===== src/rtl/lcm_pkg.sv =====
// Shared types for the LCM datapath: the X/Y relation codes returned to the controller.
package lcm_pkg;

  typedef enum logic [1:0] {
    CMP_NONE = 2'b00,
    CMP_XLT  = 2'b01,
    CMP_XGT  = 2'b10,
    CMP_EQ   = 2'b11
  } cmp_e;

endpackage


===== src/rtl/lcm_acc.sv =====
// Load/accumulate register: ld && !sel loads the zero-extended operand, ld && sel adds it.
module lcm_acc #(
  parameter int unsigned WIDTH = 8
) (
  input  logic                 clk,
  input  logic                 rst,
  input  logic                 i_sel,
  input  logic                 i_ld,
  input  logic [WIDTH-1:0]     i_operand,
  output logic [2*WIDTH-1:0]   o_q
);

  localparam int unsigned DW = 2 * WIDTH;

  logic [DW-1:0] r_q;
  logic [DW-1:0] w_ext;

  assign w_ext = DW'(i_operand);

  always_ff @(posedge clk) begin
    if (rst) begin
      r_q <= '0;
    end else if (i_ld) begin
      r_q <= i_sel ? (r_q + w_ext) : w_ext;
    end
  end

  assign o_q = r_q;

endmodule


===== src/rtl/lcm_datapath.sv =====
// LCM datapath: operand register, X/Y accumulators, relation code and result holding register.
// Optional step counter and out_iters port are built only with LCM_ITER_COUNT_EN defined.
module lcm_datapath
  import lcm_pkg::*;
#(
  parameter int unsigned WIDTH  = 8,
  parameter int unsigned ITER_W = 16
) (
  input  logic                 clk,
  input  logic                 rst,
  input  logic                 in_valid,
  input  logic [WIDTH-1:0]     in_a,
  input  logic [WIDTH-1:0]     in_b,
  output logic                 in_ready,
  output logic                 proceed,
  input  logic                 xsel,
  input  logic                 ysel,
  input  logic                 xld,
  input  logic                 yld,
  input  logic                 enable,
  output logic [1:0]           comparison,
  output logic                 out_valid,
  input  logic                 out_ready,
  output logic [2*WIDTH-1:0]   out_lcm,
  output logic                 overrun
`ifdef LCM_ITER_COUNT_EN
  ,
  output logic [ITER_W-1:0]    out_iters
`endif
);

  localparam int unsigned DW = 2 * WIDTH;

  logic             r_op_valid;
  logic [WIDTH-1:0] r_a;
  logic [WIDTH-1:0] r_b;
  logic             r_zero;
  logic             r_loaded;
  logic             r_out_valid;
  logic [DW-1:0]    r_out_lcm;
  logic             r_overrun;

  logic [DW-1:0]    w_x;
  logic [DW-1:0]    w_y;
  logic             w_init_ld;
  logic             w_result;
  logic             w_accept;
  cmp_e             w_cmp;

  assign w_init_ld = (xld && !xsel) || (yld && !ysel);
  assign w_result  = enable && r_op_valid;
  // A result is dropped only when the held one is still unconsumed this cycle.
  assign w_accept  = w_result && !(r_out_valid && !out_ready);

  always_ff @(posedge clk) begin
    if (rst) begin
      r_op_valid <= 1'b0;
      r_a        <= '0;
      r_b        <= '0;
    end else if (in_valid && !r_op_valid) begin
      r_op_valid <= 1'b1;
      r_a        <= in_a;
      r_b        <= in_b;
    end else if (w_result) begin
      r_op_valid <= 1'b0;
    end
  end

  lcm_acc #(.WIDTH(WIDTH)) u_x (
    .clk       (clk),
    .rst       (rst),
    .i_sel     (xsel),
    .i_ld      (xld),
    .i_operand (r_a),
    .o_q       (w_x)
  );

  lcm_acc #(.WIDTH(WIDTH)) u_y (
    .clk       (clk),
    .rst       (rst),
    .i_sel     (ysel),
    .i_ld      (yld),
    .i_operand (r_b),
    .o_q       (w_y)
  );

  always_ff @(posedge clk) begin
    if (rst) begin
      r_zero   <= 1'b0;
      r_loaded <= 1'b0;
    end else begin
      if (w_init_ld) begin
        r_zero <= (r_a == '0) || (r_b == '0);
      end
      if (xld || yld) begin
        r_loaded <= 1'b1;
      end
    end
  end

  always_comb begin
    w_cmp = CMP_NONE;
    if (!r_loaded) begin
      w_cmp = CMP_NONE;
    end else if (r_zero || (w_x == w_y)) begin
      w_cmp = CMP_EQ;
    end else if (w_x > w_y) begin
      w_cmp = CMP_XGT;
    end else begin
      w_cmp = CMP_XLT;
    end
  end

  // Result register samples pre-update X, so a same-cycle xld does not leak in.
  always_ff @(posedge clk) begin
    if (rst) begin
      r_out_valid <= 1'b0;
      r_out_lcm   <= '0;
      r_overrun   <= 1'b0;
    end else if (w_accept) begin
      r_out_valid <= 1'b1;
      r_out_lcm   <= r_zero ? '0 : w_x;
    end else if (w_result) begin
      r_overrun   <= 1'b1;
    end else if (r_out_valid && out_ready) begin
      r_out_valid <= 1'b0;
    end
  end

`ifdef LCM_ITER_COUNT_EN
  logic [ITER_W-1:0] r_iter_cnt;
  logic [ITER_W-1:0] r_out_iters;
  logic              w_step;

  assign w_step = (xld && xsel) ^ (yld && ysel);

  always_ff @(posedge clk) begin
    if (rst) begin
      r_iter_cnt  <= '0;
      r_out_iters <= '0;
    end else begin
      if (w_init_ld) begin
        r_iter_cnt <= '0;
      end else if (w_step && (r_iter_cnt != '1)) begin
        r_iter_cnt <= r_iter_cnt + ITER_W'(1);
      end
      if (w_accept) begin
        r_out_iters <= r_iter_cnt;
      end
    end
  end

  assign out_iters = r_out_iters;
`endif

  assign in_ready   = !r_op_valid;
  assign proceed    = r_op_valid;
  assign comparison = w_cmp;
  assign out_valid  = r_out_valid;
  assign out_lcm    = r_out_lcm;
  assign overrun    = r_overrun;

endmodule


===== config.mk =====
export PLATFORM = sky130hd
export DESIGN_NAME = lcm_datapath
export DESIGN_NICKNAME = d
export VERILOG_FILES = /design/src/rtl/lcm_pkg.sv /design/src/rtl/lcm_acc.sv /design/src/rtl/lcm_datapath.sv
export SDC_FILE = /design/constraint.sdc
export NUM_CORES = 1
export LEC_CHECK = 0
export ABC_CLOCK_PERIOD_IN_PS = 2500
export CORE_MARGIN = 3
export CORE_UTILIZATION = 45
export CTS_CLUSTER_DIAMETER = 30
export DETAILED_ROUTE_END_ITERATION = 7
export PLACE_DENSITY_LB_ADDON = 0.12
export SLEW_MARGIN = 20
export SYNTH_ARGS = -nofsm -noshare
export SYNTH_HDL_FRONTEND = slang
export SYNTH_SLANG_ARGS = --single-unit

===== constraint.sdc =====
create_clock -name clk -period 2.5 [get_ports clk]
set_input_delay 0.5 -clock clk [delete_from_list [all_inputs] [get_ports clk]]
set_output_delay 0.5 -clock clk [all_outputs]
set_load 0.05 [all_outputs]

Word level (Yosys, flattened, before mapping)
Index checks and enable logic that the tools add are counted.
{"block": "word_totals", "ff_bits": 69, "output_inout_bits": 22, "input_bits": 25, "word_cells": 49}
{"block": "classes", "mux": 11, "eq_ne": 2, "n_reduce_logical": 22, "n_addsub": 2, "bitwise_logic": 1, "magnitude_cmp": 1}
{"operator": "two-way mux 16 bit", "n": 3}
{"operator": "adder 16 x 8 -> 16 bit", "n": 2}
{"operator": "== test 16 bit", "n": 1}
{"operator": "> comparator 16 bit", "n": 1}
{"operator": "zero test 8 bit", "n": 2}
{"operator": "logical AND 1 bit", "n": 7}
{"operator": "two-way mux 2 bit", "n": 3}
{"operator": "zero test 1 bit", "n": 5}
{"operator": "two-way mux 1 bit", "n": 5}
{"operator": "logical OR 1 bit", "n": 4}
{"operator": "AND reduction 2 bit", "n": 2}
{"operator": "nonzero test 2 bit", "n": 2}
{"operator": "inequality test 2 x 1 -> 1 bit (second input constant)", "n": 1}
{"operator": "NOT 1 bit", "n": 1}

Logic depth before layout (Yosys ltp)
Gate-level depths: netlist of run 1.
{"block": "logic_depth", "ltp_word": 6, "mapped_depth": 8, "ltp_nobuf": 8}

Modules after synthesis
A second synthesis of run 1 with hierarchy kept.
{"block": "hier_totals", "hier_cells": 498, "hier_area_um2": 4135.2}
{"mod": "lcm_datapath", "cells_each": 230, "area_each_um2": 1811.7, "instances": 1}
{"mod": "lcm_acc (u_x)", "cells_each": 134, "area_each_um2": 1162.4, "instances": 1}
{"mod": "lcm_acc (u_y)", "cells_each": 134, "area_each_um2": 1161.1, "instances": 1}

Least setup slack after synthesis of run 1
OpenSTA, ideal clock, no wires.
{"block": "synth_path", "kind": "reg-to-output", "start": "register u_y.r_q[9] (netlist: u_y.o_q[9])", "end": "output port comparison[1]", "path_slack_ps": -99, "t_arrival_ps": 2099, "path_stages_with_launch": 8, "n_path_buf": 0, "cell_sequence": "dfxtp_1 inv_1 ha_1 and4_1 and2_0 a22o_1 or4_1 o31a_1"}
{"block": "synth_via", "elab_chain_len": 4, "word_cells_on_any_way": 6}
{"element": "from (decl)", "line_no": "lcm_acc.sv:15", "text": "logic [DW-1:0] r_q;"}
{"element": "from (signal assigned)", "line_no": "lcm_acc.sv:24", "text": "r_q <= i_sel ? (r_q + w_ext) : w_ext;"}
{"element": "> comparator 16 bit / == test 16 bit (equally long branches)", "line_no": "lcm_datapath.sv:107, lcm_datapath.sv:105"}
{"element": "two-way mux 2 bit / logical OR 1 bit (equally long branches)", "line_no": "lcm_datapath.sv:107, lcm_datapath.sv:105"}
{"element": "two-way mux 2 bit *", "line_no": "lcm_datapath.sv:105", "text": "end else if (r_zero || (w_x == w_y)) begin"}
{"element": "two-way mux 2 bit *", "line_no": "lcm_datapath.sv:103", "text": "if (!r_loaded) begin"}
{"element": "to (decl)", "line_no": "lcm_datapath.sv:21", "text": "output logic [1:0] comparison,"}
Mark *: on every way between the ends. The rest lies on a longest branch, timed or not.

Worst setup path in the final report of run 1
{"block": "layout_path", "start": "register u_x.r_q[10] (netlist: u_x.o_q[10])", "end": "output port comparison[1]"}
{"block": "layout_via", "elab_chain_len": 4, "word_cells_on_any_way": 6}
{"element": "from (decl)", "line_no": "lcm_acc.sv:15"}
{"element": "from (signal assigned)", "line_no": "lcm_acc.sv:24"}
{"element": "> comparator 16 bit / == test 16 bit (equally long branches)", "line_no": "lcm_datapath.sv:107, lcm_datapath.sv:105"}
{"element": "two-way mux 2 bit / logical OR 1 bit (equally long branches)", "line_no": "lcm_datapath.sv:107, lcm_datapath.sv:105"}
{"element": "two-way mux 2 bit *", "line_no": "lcm_datapath.sv:105"}
{"element": "two-way mux 2 bit *", "line_no": "lcm_datapath.sv:103"}
Marked as above.

==> reports/results.txt, run 1 <==
The run finished, with violations left. The checks that failed: setup timing. The starting density of the core was 47.0%.

The number of buffers created by CTS came out at 9. The filler cells instantiated in the layout total 767. OpenSTA, run right after detailed placement, puts the worst setup slack at -0.207 ns. Tracing the worst setup path back leads to its startpoint at u_x.o_q[10].

The worst register-to-register path has a depth of 8. The run gives -0.471 ns as the worst setup margin. For the leakage component of the power, the log shows 2.02 nW. The die width is 99.1 um. Number of antenna repair diodes: 0. The most instantiated library cell after synthesis was dfxtp_1. Setup slack on the worst reg-to-reg path comes out at 0.26 ns. The final net count was 631. Number of port buffers: 46.

The floorplan step defined a die boundary enclosing 0.00983 sq mm. Number of synthesized register bits: 69. The clock passes through at most 2 buffers.

The worst path buffer plus inverter count works out to 1. The worst path needs 2.97 ns of the cycle, external delays included. The H-tree generated during clock tree synthesis spans 3 levels. Counting tap cells, the placed design contains a total of 662 instances. For the initial antenna violation count, the log shows 0. Summing over every cut layer, the via total after detailed routing is 3731. The number of max-capacitance violations reported was 0; the count of yosys warnings during synthesis was 0. The maximum clock frequency is 337 MHz. The kind of start point of the critical path was a flip-flop.

The data arrival time at the worst-slack endpoint was 2.47 ns. The congestion estimate from routability-driven global placement came to 0.880. The floorplan step defined a core boundary enclosing 0.00830 sq mm. After synthesis, the cell types taking the most area are dfxtp_1 (35%), ha_1 (10%), a21oi_1 (8.1%). The post-synthesis to final-layout area growth was 30.2%; the synthesized area divided by synthesized cell count was 7.98 sq um. The detail-routed via count per cell is 5.47, and the number of standard cells after synthesis is 489. The clock-pin slew reported for the worst setup and hold paths after clock tree synthesis came out at 0.07 ns. The remaining routing DRC violations was 0. From bottom edge to top edge, the die measures 99.1 um. The path class of the tightest hold or removal check is reg -> reg. For the max-slew headroom at the worst pin, the log shows 63.6%. Of all cell types, the one taking the most synthesized area is dfxtp_1.

The total global routing overflow came out at 0. For this run, the slowest stage of the critical path takes 0.51 ns. Setup violations remaining at the end of the flow were counted as 2. The signal on the critical path passes through ha_4, and4_1, and2_1, a22o_1, or4_4, o31a_4, buf_8. When the netlist entered floorplanning its net count stood at 548. Yosys mapped the design onto 43 distinct sky130hd cell types. Clock tree synthesis found a total of 69 sinks. The logs give 0 for the final count of hold timing violations and 9740 um for the aggregate routed wire length. Among all stages on the critical path, the largest delay is contributed by or4_4. The maximum ir drop on the vdd rail was 0.000314 V.

Registers take 0.00139 sq mm. Along the worst path, the maximum fanout reaches 2. In the synthesized netlist, the cells that appear most often are dfxtp_1 (69), a21oi_1 (63), nand2_1 (55). The number of top-level pins was 47. TritonCTS built the clock tree. Yosys mapped a number of flops with a built-in enable equal to 0. The max-slew violation total from the final report was 0.

In this run the cell area of the synthesized design comes to 0.00390 sq mm. The detailed-routing iteration count for the pre-antenna-repair pass is 4, and the post-DP HPWL is 7350 um. Clock skew on the completed layout was measured at 0.00963 ns. The share of the Yosys chip area taken by registers is 35.4%. The source-to-sink clock delay at the later pin of the worst-skew pair is 0.35 ns, and the number of hold buffers added after CTS is 0. In this run the critical register-to-register path is launched from r_b[0].

Entering global routing, the biggest net connects 40 pins. In the finished design, the share of the clock period the worst path needs comes to 119%. The transition time at the pin with the least slew margin came out at 0.544 ns. The most used flip-flop cell after synthesis was dfxtp_1. The most critical setup path has its endpoint at comparison[1]. The source of the worst hold timing path was overrun.

Counting flops with an async set or reset pin after synthesis yields a share of 0%. In this run the number of cells on the critical path is 7. Cells with a size suffix above 1 make up 16.1% of the layout. The worst register-to-register path ends at u_y.o_q[14]. Once layout is complete, the utilization of the core stands at 61.2%.

The first global-routing pass estimated 16600 um of wire. At the worst endpoint, the required time is 2.00 ns. After detailed placement, the total cell area comes to 0.00475 sq mm.

In this run the remaining antenna-violating nets after routing total 0. In the final routed layout, each cell accounts on average for 14.3 um. The tools report the nature of the critical path endpoint as an output pin. Setup repair after global routing could not meet its margin everywhere. On the critical path the largest part of the delay comes from simple AND/OR/NAND/NOR gates. Clock tree root buffer cell: clkbuf_8. The setup path with the least slack is of type reg -> out. After the flow finishes, the layout carries non-filler instances totaling 682.

The initialized floorplan defines 33 standard-cell rows. Global routing used 20.8% of the available tracks across all layers. Power spread over the standard cell area amounts to 482 mW/mm^2. After the first detailed-routing iteration, the DRC count stood at 142. The top-area cell type share of the netlist area was 35.4%; the via count of the first global-routing pass was 3624. The multi-input combinational cells in the finished layout cover a total of 0.00247 sq mm. Once layout is done, the placed cells without fillers occupy 0.00508 sq mm.
## placed cells by master (no fill, tap or decap), types with 9 or more instances in the layout
cell type and instances:
o21ai_0 22, a21oi_1 61, xor2_1 9, nor2_1 49, nor3_1 11, dfxtp_1 61, a211oi_1 10, buf_4 46
ha_1 24, nand3_1 10, inv_1 23, nor3b_1 14, nand2_1 55, clkdlybuf4s50_1 43, clkbuf_8 9, xnor2_1 10
o211ai_1 11
## cells by family after synthesis
kind of cell	Yosys count	synth area share, %
flops	69	35.4
buf+inv	49	4.71
simple gates	179	22.5
fa+ha+maj	34	11.3
compound gates	131	19.8
xor+xnor	19	4.26
mux	8	2.05
## how the worst min path moves through the flow
stage                       to  slack (ns)  depth (start not counted)
floorplan           u_y.o_q[3]        0.46                          2
global placement       overrun        0.45                          1
detailed placement     overrun        0.46                          1
CTS                    overrun        0.48                          1
global route           overrun        0.49                          1
finish                 overrun        0.47                          1
## per-layer routing
metal	part of all wire [%]	GRT usage, %	wire, um	vias to the layer above
met5	0	0	0	-
met4	1.5	8.61	146	0
met3	3.4	2.95	329	14
met2	48	35.6	4710	74
met1	47	26.2	4550	1746
li1	-	-	-	1897
## layout make-up
type / count / share of cell area (%)
tap: 105 / 2.59
sequential: 69 / 27.4
timing repair buffer: 92 / 16.1
clock inverter: 6 / 0.788
clock buffer: 10 / 2.51
multi-input combinational: 371 / 48.5
inverter: 29 / 2.14
## what timing repair did
action                     CTS  global route
setup endpoints to repair    2             2
pin swaps                    6             4
setup buffers                3             2
gates cloned                 0             0
resized for setup           25             6
## where the power goes
group	internal, W	switching (W)	total, W
Clock	0.000358	0.000435	0.000793
Combinational	0.000217	0.000262	0.000480
Sequential	0.00114	0.0000395	0.00118
## flip-flops by register name, summed over array words and instances, names as in the netlist
signal     count
out_lcm       16
out_valid      1
overrun        1
proceed        1
r_a            8
r_b            8
r_loaded       1
r_zero         1
u_x.o_q       16
u_y.o_q       16
## stage by stage
stage / TNS, ns / hold slack [ns] / total power, W
4_1_cts: -0.726 / 0.480 / 0.00247
3_3_place_gp: -0.178 / 0.454 / 0.00164
3_5_place_dp: -0.207 / 0.458 / 0.00166
6_report: -0.697 / 0.473 / 0.00245
2_1_floorplan: -0.0583 / 0.462 / 0.00149
5_1_grt: -0.831 / 0.493 / 0.00258
Note: power is estimated with default switching activity, not from simulation.
==> run 2: changes to the inputs <==
Settings changed: SLEW_MARGIN 20 to unset.
==> results of run 2 <==
Final layout, timing and power as in run 1 (identical DEF).
==> run 3: changes to the inputs <==
Settings changed: TNS_END_PERCENT set to 30.
==> run 3 against run 2 <==
  * The flow still finishes with violations (setup timing)
  * Clock skew is essentially flat
  * Sequential share of layout area grew 0.17 points
  * Combinational power is essentially flat
  * Critical path depth grew 1
  * Die area is the same
  * Flip-flop and latch count is the same
  * Count of clock-buffer cells in the layout is the same
  * Via count shrank 1.6%
  * First-iteration DRC count shrank 0.70%
  * Critical endpoint unchanged
  * Highest routed layer unchanged
==> reports/results.txt, run 3 (same netlist as run 1, synthesis figures left out) <==
The run finished, with violations left. The final reports fail on setup timing. The worst path buffer plus inverter count was 2 (+1).

Clock period minus final worst setup slack: 3.00 ns (+0.0258 ns). The min-delay analysis places its worst path in the category reg -> reg. The tools report the initial antenna violation count as 0 (unchanged).

The worst setup margin came out at -0.497 ns (-0.0258 ns). The run gives 47 (unchanged) as the number of top-level pins. The non-filler instance count after layout was 682 (unchanged).

The detail-routed via count per cell is 5.38 (-1.6%). The number of buffers between clock root and the deepest sink came out at 2 (unchanged). TritonCTS built the clock tree. For the final count of hold timing violations, the log shows 0 (unchanged).

The run gives 0 (unchanged) as the number of antenna repair diodes. The remaining routing DRC violations was 0 (unchanged). The run gives 2.50 ns (+0.03 ns) as the data arrival time at the worst-slack endpoint. The wire length of the first global-routing pass is 16300 um (-1.3%), and the clock-pin slew reported for the worst setup and hold paths after clock tree synthesis is 0.08 ns (about the same).

The tools report the starting DRC count in detailed routing as 141 (-0.70%). The final net count was 631 (unchanged); the detailed-routing iteration count for the pre-antenna-repair pass was 4 (unchanged). The maximum number of pins on one net before global-route repair is 40 (unchanged), and the cell total after placement is 662 (unchanged). The number of port buffers was 46 (unchanged); the last weighted congestion value of the routability-driven placer was 0.880 (unchanged). The highest net fanout along the worst path is 2 (unchanged). Category of the most critical setup path: reg -> out.

Power density normalized to cell area: 486 mW/mm^2 (+0.80%). The number of endpoints failing setup at the final stage came out at 2 (unchanged). The critical path's largest stage delay works out to 0.51 ns (about the same). In the layout the commonest cells are a21oi_1 (62), dfxtp_1 (62), nand2_1 (55), nor2_1 (49), buf_4 (46).

The logs give 0.000320 V (+2.0%) for the maximum ir drop on the vdd rail and 0.35 ns (about the same) for the source-to-sink clock delay at the later pin of the worst-skew pair. The ratio of final minimum period to clock period is 120% (+1.0 points), and the leakage component of the power is 2.01 nW (-0.29%). The post-synthesis to final-layout area growth is 29.3%.

Slowest stage cell on the critical path: or4_4. The post-DP HPWL is 7350 um (unchanged). The row count is 33 (unchanged), and the clock sink total is 69 (unchanged).

Cell type group with the largest total delay on the critical path: simple AND/OR/NAND/NOR gates. The die width works out to 99.1 um (unchanged). The run gives 3599 (-0.69%) as the via count of the first global-routing pass.

The tools report the clock tree root buffer cell as clkbuf_8. The average routed wire per standard cell works out to 14.3 um (-0.15%). STA classifies the critical path startpoint as a flip-flop. Setup repair after global routing could not meet its margin everywhere.

The area taken by multi-input logic gates is 0.00243 sq mm (-1.4%), and the maximum level of the CTS H-tree is 3 (unchanged). The number of buffers created by CTS is 9 (unchanged). The vertical die dimension came out at 99.1 um (unchanged). The run gives -0.908 ns (-0.211 ns) as the sum of negative setup slack. The global-route usage over all layers was 20.6% (-0.22 points); the setup skew after layout was 0.00972 ns (+0.0000956 ns). For the total global routing overflow, the log shows 0 (unchanged). The total area of sequential cells came out at 0.00139 sq mm (about the same). Total power draw: 0.00245 W (about the same). The critical path goes through inv_1, ha_4, and4_1, and2_1, a22o_1, or4_4, o31a_4, buf_8.

Maximum clock frequency: 334 MHz (-0.86%). The die area was 0.00983 sq mm (unchanged); the fraction of layout cells with a size suffix above 1 was 14.4% (-1.7 points). The area of the core was 0.00830 sq mm (unchanged). The nature of the critical path endpoint is an output pin.

The transition time at the pin with the least slew margin was 0.547 ns (+0.00320 ns). The tools report the max-slew violation total from the final report as 0 (unchanged). The total number of vias was 3672 (-1.6%); the aggregate routed wire length was 9720 um (-0.15%).

The data required time at the worst endpoint was 2.00 ns (about the same); the max-slew headroom at the worst pin was 63.4% (-0.21 points). Starting density of the core: 47.0% (unchanged). For the number of max-capacitance violations reported, the log shows 0 (unchanged).

The count of antenna-violating nets left after detailed routing is 0 (unchanged), and the count of filler cells inserted in the layout is 774 (+0.91%).
run 3: final cells by class:
| cell class | count | share of cell area (%) |
|---|---|---|
| clock buffer | 10 | 2.53 |
| timing repair buffer | 92 | 16.2 |
| inverter | 29 | 2.16 |
| tap | 105 | 2.60 |
| multi-input combinational | 371 | 48.2 |
| sequential | 69 | 27.6 |
| clock inverter | 6 | 0.794 |
run 3: path summary, 6_finish.rpt:
| kind | to | from | cells past startpoint | slack (ns) |
|---|---|---|---|---|
| hold / removal | overrun | overrun | 1 | 0.47 |
| hold reg to reg | overrun | overrun | 1 | 0.47 |
| setup reg to reg | u_y.o_q[14] | r_b[0] | 8 | 0.25 |
| setup / recovery | comparison[1] | u_y.o_q[9] | 8 | -0.50 |
run 3: per-stage QoR:
step / hold WS [ns] / util, % / setup slack [ns] / area [sq um]
finish: 0.473 / 60.8 / -0.497 / 5040
global route: 0.493 / 60.8 / -0.558 / 5040
CTS: 0.480 / 60.0 / -0.495 / 4980
detailed placement: 0.458 / 57.2 / -0.207 / 4750
global placement: 0.454 / 57.2 / -0.178 / 4750
floorplan: 0.462 / - / -0.0583 / 3910
run 3: report_power, final:
| group | switching [W] | internal, W | total [W] |
|---|---|---|---|
| sequential | 0.0000396 | 0.00114 | 0.00118 |
| clock | 0.000438 | 0.000358 | 0.000796 |
| combinational | 0.000260 | 0.000218 | 0.000479 |
| total | 0.000738 | 0.00171 | 0.00245 |
run 3: routing by layer:
| metal | GRT usage, % | share of wire, % |
|---|---|---|
| met4 | 8.82 | 1.7 |
| met1 | 25.9 | 46 |
| met2 | 35.1 | 48 |
| met5 | 0 | 0 |
| met3 | 2.95 | 4.1 |
run 3: repair_timing:
item	4_1_cts	5_1_grt
pin swaps	4	2
buffers inserted	3	1
setup endpoints to repair	2	2
resized for setup	11	10
hold buffers	0	0
